[src/rtl/gdp_pkg.sv]
// gdp_pkg
//   Shared definitions for the streaming diagonal-Gaussian log-probability
//   block: default fixed-point format, operand type, pipeline sideband
//   struct and the saturating truncation helper used by the accumulator and
//   the output clamp.
package gdp_pkg;

  localparam int W_DEF     = 16;  // operand / result width
  localparam int F_DEF     = 11;  // fractional bits (1.0 = 2^F)
  localparam int ACC_W_DEF = 40;  // accumulator width, >= 2*W+2

  typedef logic signed [W_DEF-1:0] num_t;

  // Per-stage sideband travelling alongside the data.
  typedef struct packed {
    logic valid;
    logic first;
    logic last;
  } ctl_t;

  // Clamp a signed value to the signed range of 'width' bits (width <= 64).
  // The caller detects clamping by comparing the result with the input.
  function automatic logic signed [63:0] sat_trunc(input logic signed [63:0] value,
                                                   input int unsigned width);
    logic signed [63:0] hi;
    logic signed [63:0] lo;
    hi = (64'sd1 <<< (width - 1)) - 64'sd1;
    lo = -hi - 64'sd1;
    if (value > hi) begin
      return hi;
    end else if (value < lo) begin
      return lo;
    end
    return value;
  endfunction

endpackage

[src/rtl/gdp_term.sv]
// gdp_term
//   Three-stage, stall-able term pipeline:
//     S1: d    = x - mean                  (W+1 bits, exact)
//     S2: sq   = (d*d) >>> F               (2W+2 bits, floor)
//     S3: term = (sq * omega) >>> F        (sign-extended to ACC_W)
//   Valid/first/last flags and k travel alongside the data.
// Ports:
//   clk, reset          clock, asynchronous active-high reset
//   en_i                advance the pipeline (low = hold every register)
//   ctl_i               valid/first/last of the incoming beat
//   x_i, mean_i,
//   omega_i, k_i        signed Q(W-F).F operands
//   ctl_o, k_o, term_o  S3 sideband, k and scaled squared-error term
module gdp_term
  import gdp_pkg::*;
#(
  parameter int W     = W_DEF,
  parameter int F     = F_DEF,
  parameter int ACC_W = ACC_W_DEF
) (
  input  logic                    clk,
  input  logic                    reset,
  input  logic                    en_i,
  input  ctl_t                    ctl_i,
  input  logic signed [W-1:0]     x_i,
  input  logic signed [W-1:0]     mean_i,
  input  logic signed [W-1:0]     omega_i,
  input  logic signed [W-1:0]     k_i,
  output ctl_t                    ctl_o,
  output logic signed [W-1:0]     k_o,
  output logic signed [ACC_W-1:0] term_o
);

  localparam int D_W  = W + 1;
  localparam int SQ_W = 2 * W + 2;
  localparam int PR_W = SQ_W + W;

  ctl_t                    s1_ctl_q, s2_ctl_q, s3_ctl_q;
  logic signed [W-1:0]     s1_k_q, s2_k_q, s3_k_q;
  logic signed [W-1:0]     s1_omega_q, s2_omega_q;
  logic signed [D_W-1:0]   s1_d_q, s1_d_d;
  logic signed [SQ_W-1:0]  s2_sq_q, s2_sq_d;
  logic signed [ACC_W-1:0] s3_term_q, s3_term_d;
  logic signed [SQ_W-1:0]  sq_full;
  logic signed [PR_W-1:0]  prod;

  always_comb begin
    s1_d_d    = D_W'(x_i) - D_W'(mean_i);
    // |d| <= 2^W, so d*d fits in 2W+2 signed bits without loss.
    sq_full   = SQ_W'(s1_d_q) * SQ_W'(s1_d_q);
    s2_sq_d   = sq_full >>> F;
    prod      = PR_W'(s2_sq_q) * PR_W'(s2_omega_q);
    s3_term_d = ACC_W'(prod >>> F);
  end

  always_ff @(posedge clk or posedge reset) begin
    if (reset) begin
      s1_ctl_q   <= '0;
      s2_ctl_q   <= '0;
      s3_ctl_q   <= '0;
      s1_k_q     <= '0;
      s2_k_q     <= '0;
      s3_k_q     <= '0;
      s1_omega_q <= '0;
      s2_omega_q <= '0;
      s1_d_q     <= '0;
      s2_sq_q    <= '0;
      s3_term_q  <= '0;
    end else if (en_i) begin
      s1_ctl_q   <= ctl_i;
      s1_k_q     <= k_i;
      s1_omega_q <= omega_i;
      s1_d_q     <= s1_d_d;
      s2_ctl_q   <= s1_ctl_q;
      s2_k_q     <= s1_k_q;
      s2_omega_q <= s1_omega_q;
      s2_sq_q    <= s2_sq_d;
      s3_ctl_q   <= s2_ctl_q;
      s3_k_q     <= s2_k_q;
      s3_term_q  <= s3_term_d;
    end
  end

  assign ctl_o  = s3_ctl_q;
  assign k_o    = s3_k_q;
  assign term_o = s3_term_q;

endmodule

[src/rtl/gdp_stream.sv]
// gdp_stream
//   Streaming accumulator of ln p = k - 0.5 * sum omega_i*(x_i-mean_i)^2,
//   one dimension per beat, with valid/ready on both sides. Terms come from
//   gdp_term (S1-S3); this module adds the saturating accumulator (S4), the
//   clamped output register (S5) and the back-pressure logic.
// Ports:
//   clk, reset               clock, asynchronous active-high reset
//   in_valid/in_ready        input handshake, one dimension per beat
//   in_first/in_last         vector delimiters (k sampled on the last beat)
//   x, mean, omega, k        signed Q(W-F).F operands
//   out_valid/out_ready      output handshake, result held until accepted
//   out_ln_p                 signed Q(W-F).F log-probability
//   out_sat                  result clamped or accumulator saturated
module gdp_stream
  import gdp_pkg::*;
#(
  parameter int W     = W_DEF,
  parameter int F     = F_DEF,
  parameter int ACC_W = ACC_W_DEF
) (
  input  logic                clk,
  input  logic                reset,
  input  logic                in_valid,
  output logic                in_ready,
  input  logic                in_first,
  input  logic                in_last,
  input  logic signed [W-1:0] x,
  input  logic signed [W-1:0] mean,
  input  logic signed [W-1:0] omega,
  input  logic signed [W-1:0] k,
  output logic                out_valid,
  input  logic                out_ready,
  output logic signed [W-1:0] out_ln_p,
  output logic                out_sat
);

  localparam int SUM_W = ACC_W + 1;

  logic                    stall;
  ctl_t                    in_ctl;
  ctl_t                    term_ctl;
  logic signed [W-1:0]     term_k;
  logic signed [ACC_W-1:0] term;

  logic signed [ACC_W-1:0] acc_q, acc_d, acc_base;
  logic                    ovf_q, ovf_d;
  logic                    s4_valid_q, s4_last_q;
  logic signed [W-1:0]     s4_k_q;
  logic                    out_valid_q, out_valid_d;
  logic signed [W-1:0]     out_ln_p_q, out_ln_p_d;
  logic                    out_sat_q, out_sat_d;

  logic signed [SUM_W-1:0] sum;
  logic signed [63:0]      sum_sat;
  logic signed [SUM_W-1:0] r;
  logic signed [63:0]      r_sat;

  // A held result blocks the whole pipeline so nothing overtakes it.
  assign stall    = out_valid_q && !out_ready;
  assign in_ready = !stall;

  assign in_ctl = '{valid: in_valid, first: in_first, last: in_last};

  gdp_term #(
    .W     (W),
    .F     (F),
    .ACC_W (ACC_W)
  ) u_term (
    .clk     (clk),
    .reset   (reset),
    .en_i    (!stall),
    .ctl_i   (in_ctl),
    .x_i     (x),
    .mean_i  (mean),
    .omega_i (omega),
    .k_i     (k),
    .ctl_o   (term_ctl),
    .k_o     (term_k),
    .term_o  (term)
  );

  // S4: a first beat restarts from zero (dropping any partial vector) and
  // clears the sticky overflow before its own saturation check.
  always_comb begin
    acc_base = term_ctl.first ? '0 : acc_q;
    sum      = SUM_W'(acc_base) + SUM_W'(term);
    sum_sat  = sat_trunc(64'(sum), ACC_W);
    acc_d    = acc_q;
    ovf_d    = ovf_q;
    if (term_ctl.valid) begin
      acc_d = ACC_W'(sum_sat);
      ovf_d = (term_ctl.first ? 1'b0 : ovf_q) | (sum_sat != 64'(sum));
    end
  end

  // S5: only a last beat produces a result; otherwise an accepted result
  // simply retires.
  always_comb begin
    r           = SUM_W'(s4_k_q) - SUM_W'(acc_q >>> 1);
    r_sat       = sat_trunc(64'(r), W);
    out_valid_d = out_valid_q && !out_ready;
    out_ln_p_d  = out_ln_p_q;
    out_sat_d   = out_sat_q;
    if (s4_valid_q && s4_last_q) begin
      out_valid_d = 1'b1;
      out_ln_p_d  = W'(r_sat);
      out_sat_d   = (r_sat != 64'(r)) || ovf_q;
    end
  end

  always_ff @(posedge clk or posedge reset) begin
    if (reset) begin
      acc_q       <= '0;
      ovf_q       <= 1'b0;
      s4_valid_q  <= 1'b0;
      s4_last_q   <= 1'b0;
      s4_k_q      <= '0;
      out_valid_q <= 1'b0;
      out_ln_p_q  <= '0;
      out_sat_q   <= 1'b0;
    end else if (!stall) begin
      acc_q       <= acc_d;
      ovf_q       <= ovf_d;
      s4_valid_q  <= term_ctl.valid;
      s4_last_q   <= term_ctl.last;
      s4_k_q      <= term_k;
      out_valid_q <= out_valid_d;
      out_ln_p_q  <= out_ln_p_d;
      out_sat_q   <= out_sat_d;
    end
  end

  assign out_valid = out_valid_q;
  assign out_ln_p  = out_ln_p_q;
  assign out_sat   = out_sat_q;

endmodule

[config.mk]
export PLATFORM = sky130hd
export DESIGN_NAME = gdp_stream
export DESIGN_NICKNAME = d
export VERILOG_FILES = /design/src/rtl/gdp_pkg.sv /design/src/rtl/gdp_term.sv /design/src/rtl/gdp_stream.sv
export SDC_FILE = /design/constraint.sdc
export NUM_CORES = 2
export LEC_CHECK = 0
export ABC_AREA = 1
export BUFFER_PORTS_ARGS = -buffer_cell sky130_fd_sc_hd__buf_2
export CORE_MARGIN = 10
export CORE_UTILIZATION = 60
export DETAILED_ROUTE_END_ITERATION = 7
export PLACE_DENSITY = 0.77
export RECOVER_POWER = 50
export SLEW_MARGIN = 20
export SYNTH_ARGS = -nofsm -noshare
export SYNTH_HDL_FRONTEND = slang
export SYNTH_SLANG_ARGS = --single-unit
[constraint.sdc]
create_clock -name clk -period 24.7 [get_ports clk]
set_clock_uncertainty 0.2 [all_clocks]
set_input_delay 4.94 -clock clk [delete_from_list [all_inputs] [get_ports clk]]
set_output_delay 4.94 -clock clk [all_outputs]
set_load 0.03 [all_outputs]
== Yosys cells after proc, flatten, opt, wreduce, memory -nomap -nowiden ==
Cells that the tools add are included.
Word-level totals
  output and inout bits: 19
  register bits after elaboration: 234
  bits of input ports: 70
Cells by class
  add/sub/neg operators: 3
  bitwise gates (word level): 2
  $mul: 2
  multiplexer cells: 13
  equal/unequal tests: 2
  reduce and logical (&&, ||, !) cells: 7
  magnitude comparators: 4
Operators with widths (count)
  two-way mux 64 bit: 6
  != test 64 x 40 -> 1 bit: 1
  != test 64 x 41 -> 1 bit: 1
  adder 40 x 28 -> 41 bit: 1
  greater-than comparator 41 x 40 -> 1 bit, second input constant: 1
  < comparator 41 x 40 -> 1 bit, second input constant: 1
  greater-than comparator 40 x 16 -> 1 bit, second input constant: 1
  < comparator 40 x 16 -> 1 bit, second input constant: 1
  two-way mux 40 bit: 1
  subtractor 16 x 39 -> 40 bit: 1
  multiplier 23 x 16 -> 39 bit: 1
  multiplier 17 x 17 -> 34 bit: 1
  subtractor 16 x 16 -> 17 bit: 1
  two-way mux 1 bit: 6
  AND reduction 2 bit: 2
  logical AND 1 bit: 2
  zero test 1 bit: 2
  logical OR 1 bit: 1
  NOT 1 bit: 1
  bitwise OR 1 bit: 1

== Depth between registers and ports, before layout ==
  depth in word-level cells: 8
  gate-level depth with buffers: 29
  gate-level depth less buffers: 28

== Cells and area by module ==
From an unflattened synthesis, not the netlist that was laid out.
Second synthesis, totals
  cells, all modules: 5546
  area, all modules: 40702.8 µm²
Modules (own cells, without submodules)
  gdp_term: cells each 3964, times used 1, sequential area each 3928.8 µm², area each 31362.6 µm²
  gdp_stream: cells each 1582, times used 1, sequential area each 1926.8 µm², area each 9340.2 µm²

== Worst setup path before layout ==
Ideal clock, no wire load.
  kind: input to output
  from: input port out_ready
  to: output port in_ready
  arrival: 6.034 ns
  required time: 19.560 ns
  stages: 5
  path slack: 13.526 ns
  path through: nor2_1 clkbuf_1 inv_2 clkbuf_1 clkbuf_1
On the way
  longest elaborated chain between the ends: 3
Ends and longest elaborated chain
  start, declared: RTL line gdp_stream.sv:32  | input logic out_ready,
  zero test 1 bit: RTL line gdp_stream.sv:59  | assign stall = out_valid_q && !out_ready;
  logical AND 1 bit: RTL line gdp_stream.sv:59
  zero test 1 bit
  end, declared: RTL line gdp_stream.sv:24  | output logic in_ready,
Every way passes these cells.

== Worst setup path after layout ==
Same ends and word-level chain as after synthesis.

==> run metrics <==
status=complete, but fails checks; failing checks=max-capacitance violations, max-slew violations; Clk Latency, worst-skew pair=between 0.5 and 0.6 ns; Worst Path Arrival=between 10 and 15 ns; post-cts hold buffer count=0; H-tree levels=1; post-synth cell types=50; 1st-iter DRT viols=roughly 2600; first-pass iteration count of the detailed router=6; Slew Limit Headroom=-2.02; Reg clk slew, reported paths=roughly 0.060 ns; nets=~6300; worst slew pin tran=around 4.5 ns; Area Overhead vs Synth=4.95%; DRC viols=0; clock sinks=234; GPL Wtd Cong=about 0.99; Routed WL=between 100000 and 150000 um; layout filler cell count=between 5000 and 6000; Resize count post-CTS=0; GRT Util Overall=0.272; net count after synthesis=around 6300; sequential element share of the synthesized area=0.148; Core Rows=94; Peak Freq=just under 60 MHz; commonest non-fill, non-tap cells in the layout=1488 x nand2_1, 1314 x inv_1, 633 x fa_1; IO Pins=89; initial cell density of the core=0.603; Final Hold Fails=0; CP Launch Type=input port; first-pass GRT wire length=roughly 170000 um; critical path class=in -> out; RSZ-0062 raised after global routing=no; Pins Over Slew Limit=roughly 360; HPWL Detailed=between 80000 and 90000 um; commonest non-fill, non-tap cell in the layout=nand2_1; minimum clock period=16.93 ns; routed vias/inst=about 5.3; Post-CTS Setup Repair Bufs=0; CTS tree=yes; number of CTS-inserted buffers=29; asr flop ratio synth=1.00; die width=approximately 280 um; post-route ant nets=0; number of global-route vias before repair=approximately 34000; Synth Instances=between 5000 and 6000; worst hold path class=reg -> reg; Wirelength per Cell=~17 um; crit share post-route=0.686; area of the core=around 66000 um^2; Mean Syn Cell Area=around 7.4 um^2; initial antenna violation count=0; layout cells sized above 1=0.0402; # diodes=0; largest net degree at the start of global routing=115; top_reg_cell synth=dfrtp_1; endpoint class of the critical path=output pin; critical path peak fanout=between 100 and 150; number of port buffers=88; die area=76500 um^2; setup TNS=0 ns; overflow left after global routing=0; worst endpoint required time=just under 20 ns; CTS root buffer=clkbuf_16; die height=between 200 and 300 um; Yosys warning count=0; vias after detailed routing=between 30000 and 40000; Final setup viols=0; EDFF count, synth=0; Mapped Area=between 30000 and 40000 um^2; #FFs+latches synth=234; maximum clock path buffer count=3; max_cap viols=4
[layout make-up]
cell class,count,area (um^2),share of cell area
inverter,1323,4970,0.120
clock buffer,35,778,0.0188
sequential,234,5860,0.141
clock inverter,18,183,0.00440
tap,864,1080,0.0261
multi-input combinational,3579,28000,0.676
timing repair buffer,113,593,0.0143
[cell usage after synthesis (6+ instances only)]
| master | n | area [um^2] |
|---|---|---|
| ha_1 | 272 | 3400 |
| xor2_1 | 43 | 377 |
| o21bai_1 | 20 | 150 |
| o211ai_1 | 9 | 67.6 |
| nor2_1 | 331 | 1240 |
| fa_1 | 633 | 12700 |
| or2_2 | 34 | 213 |
| a21oi_1 | 181 | 906 |
| inv_1 | 1315 | 4940 |
| nor3_1 | 22 | 110 |
| xnor2_1 | 50 | 438 |
| clkbuf_1 | 157 | 589 |
| nand2_1 | 1488 | 5590 |
| nand2_2 | 7 | 43.8 |
| nand4_1 | 26 | 163 |
| a21o_1 | 16 | 120 |
| a31oi_1 | 38 | 238 |
| o21ai_0 | 197 | 986 |
| nand3_1 | 124 | 621 |
| nor2_2 | 10 | 62.6 |
| inv_2 | 6 | 22.5 |
| dfrtp_1 | 234 | 5860 |
| o21a_1 | 14 | 105 |
| o31ai_1 | 10 | 75.1 |
[metal layers]
layer / share of wire / GRT usage / up-vias
met5: 0 / 0 / -
met4: 0.029 / 0.0743 / 0
met3: 0.075 / 0.0359 / 172
met2: 0.47 / 0.448 / 1141
met1: 0.43 / 0.374 / 15982
li1: - / - / 15598
[stage by stage]
step,setup WS (ns),area [um^2],util,hold WS (ns),instances
2_1_floorplan,13.14,39500,-,0.242,5308
3_3_place_gp,13.07,40600,0.619,0.250,6113
3_5_place_dp,13.10,40600,0.619,0.253,6113
4_1_cts,13.10,41500,0.634,0.270,6166
5_1_grt,6.94,41500,0.633,0.298,6166
6_report,7.77,41500,0.633,0.266,6166
[registers in the layout (all words and copies together), names as in the netlist, 17 cells and up]
register	cells
u_term.s1_d_q	17
u_term.s2_sq_q	23
acc_q	40
u_term.term_o	28
[final timing paths]
kind,cells past startpoint,startpoint,slack (ns),to
min in group asynchronous,2,reset,5.51,u_term.s1_omega_q[13]
max reg2reg,7,out_valid,16.41,u_term.s2_sq_q[15]
max in group asynchronous,4,reset,13.35,u_term.s1_d_q[8]
min,2,u_term.s1_omega_q[9],0.27,u_term.s2_omega_q[9]
max,5,out_ready,7.77,in_ready
min reg2reg,2,u_term.s1_omega_q[9],0.27,u_term.s2_omega_q[9]
[logic make-up after synthesis]
logic type / synth area share
flip-flops: 0.148
XOR/XNOR: 0.0210
AO/OA/AOI/OAI: 0.0731
adder cells (fa/ha/maj): 0.407
buffers and inverters: 0.143
AND/OR/NAND/NOR: 0.208
[worst max-delay path, stage by stage]
cell and delay, ns:
clkbuf_1 0.10, nor2_4 0.09, clkbuf_1 1.95, clkinvlp_2 3.71, buf_2 0.92
Power is not shown: default switching activity piles up to over one toggle a cycle in this logic, so the estimate is an artifact.
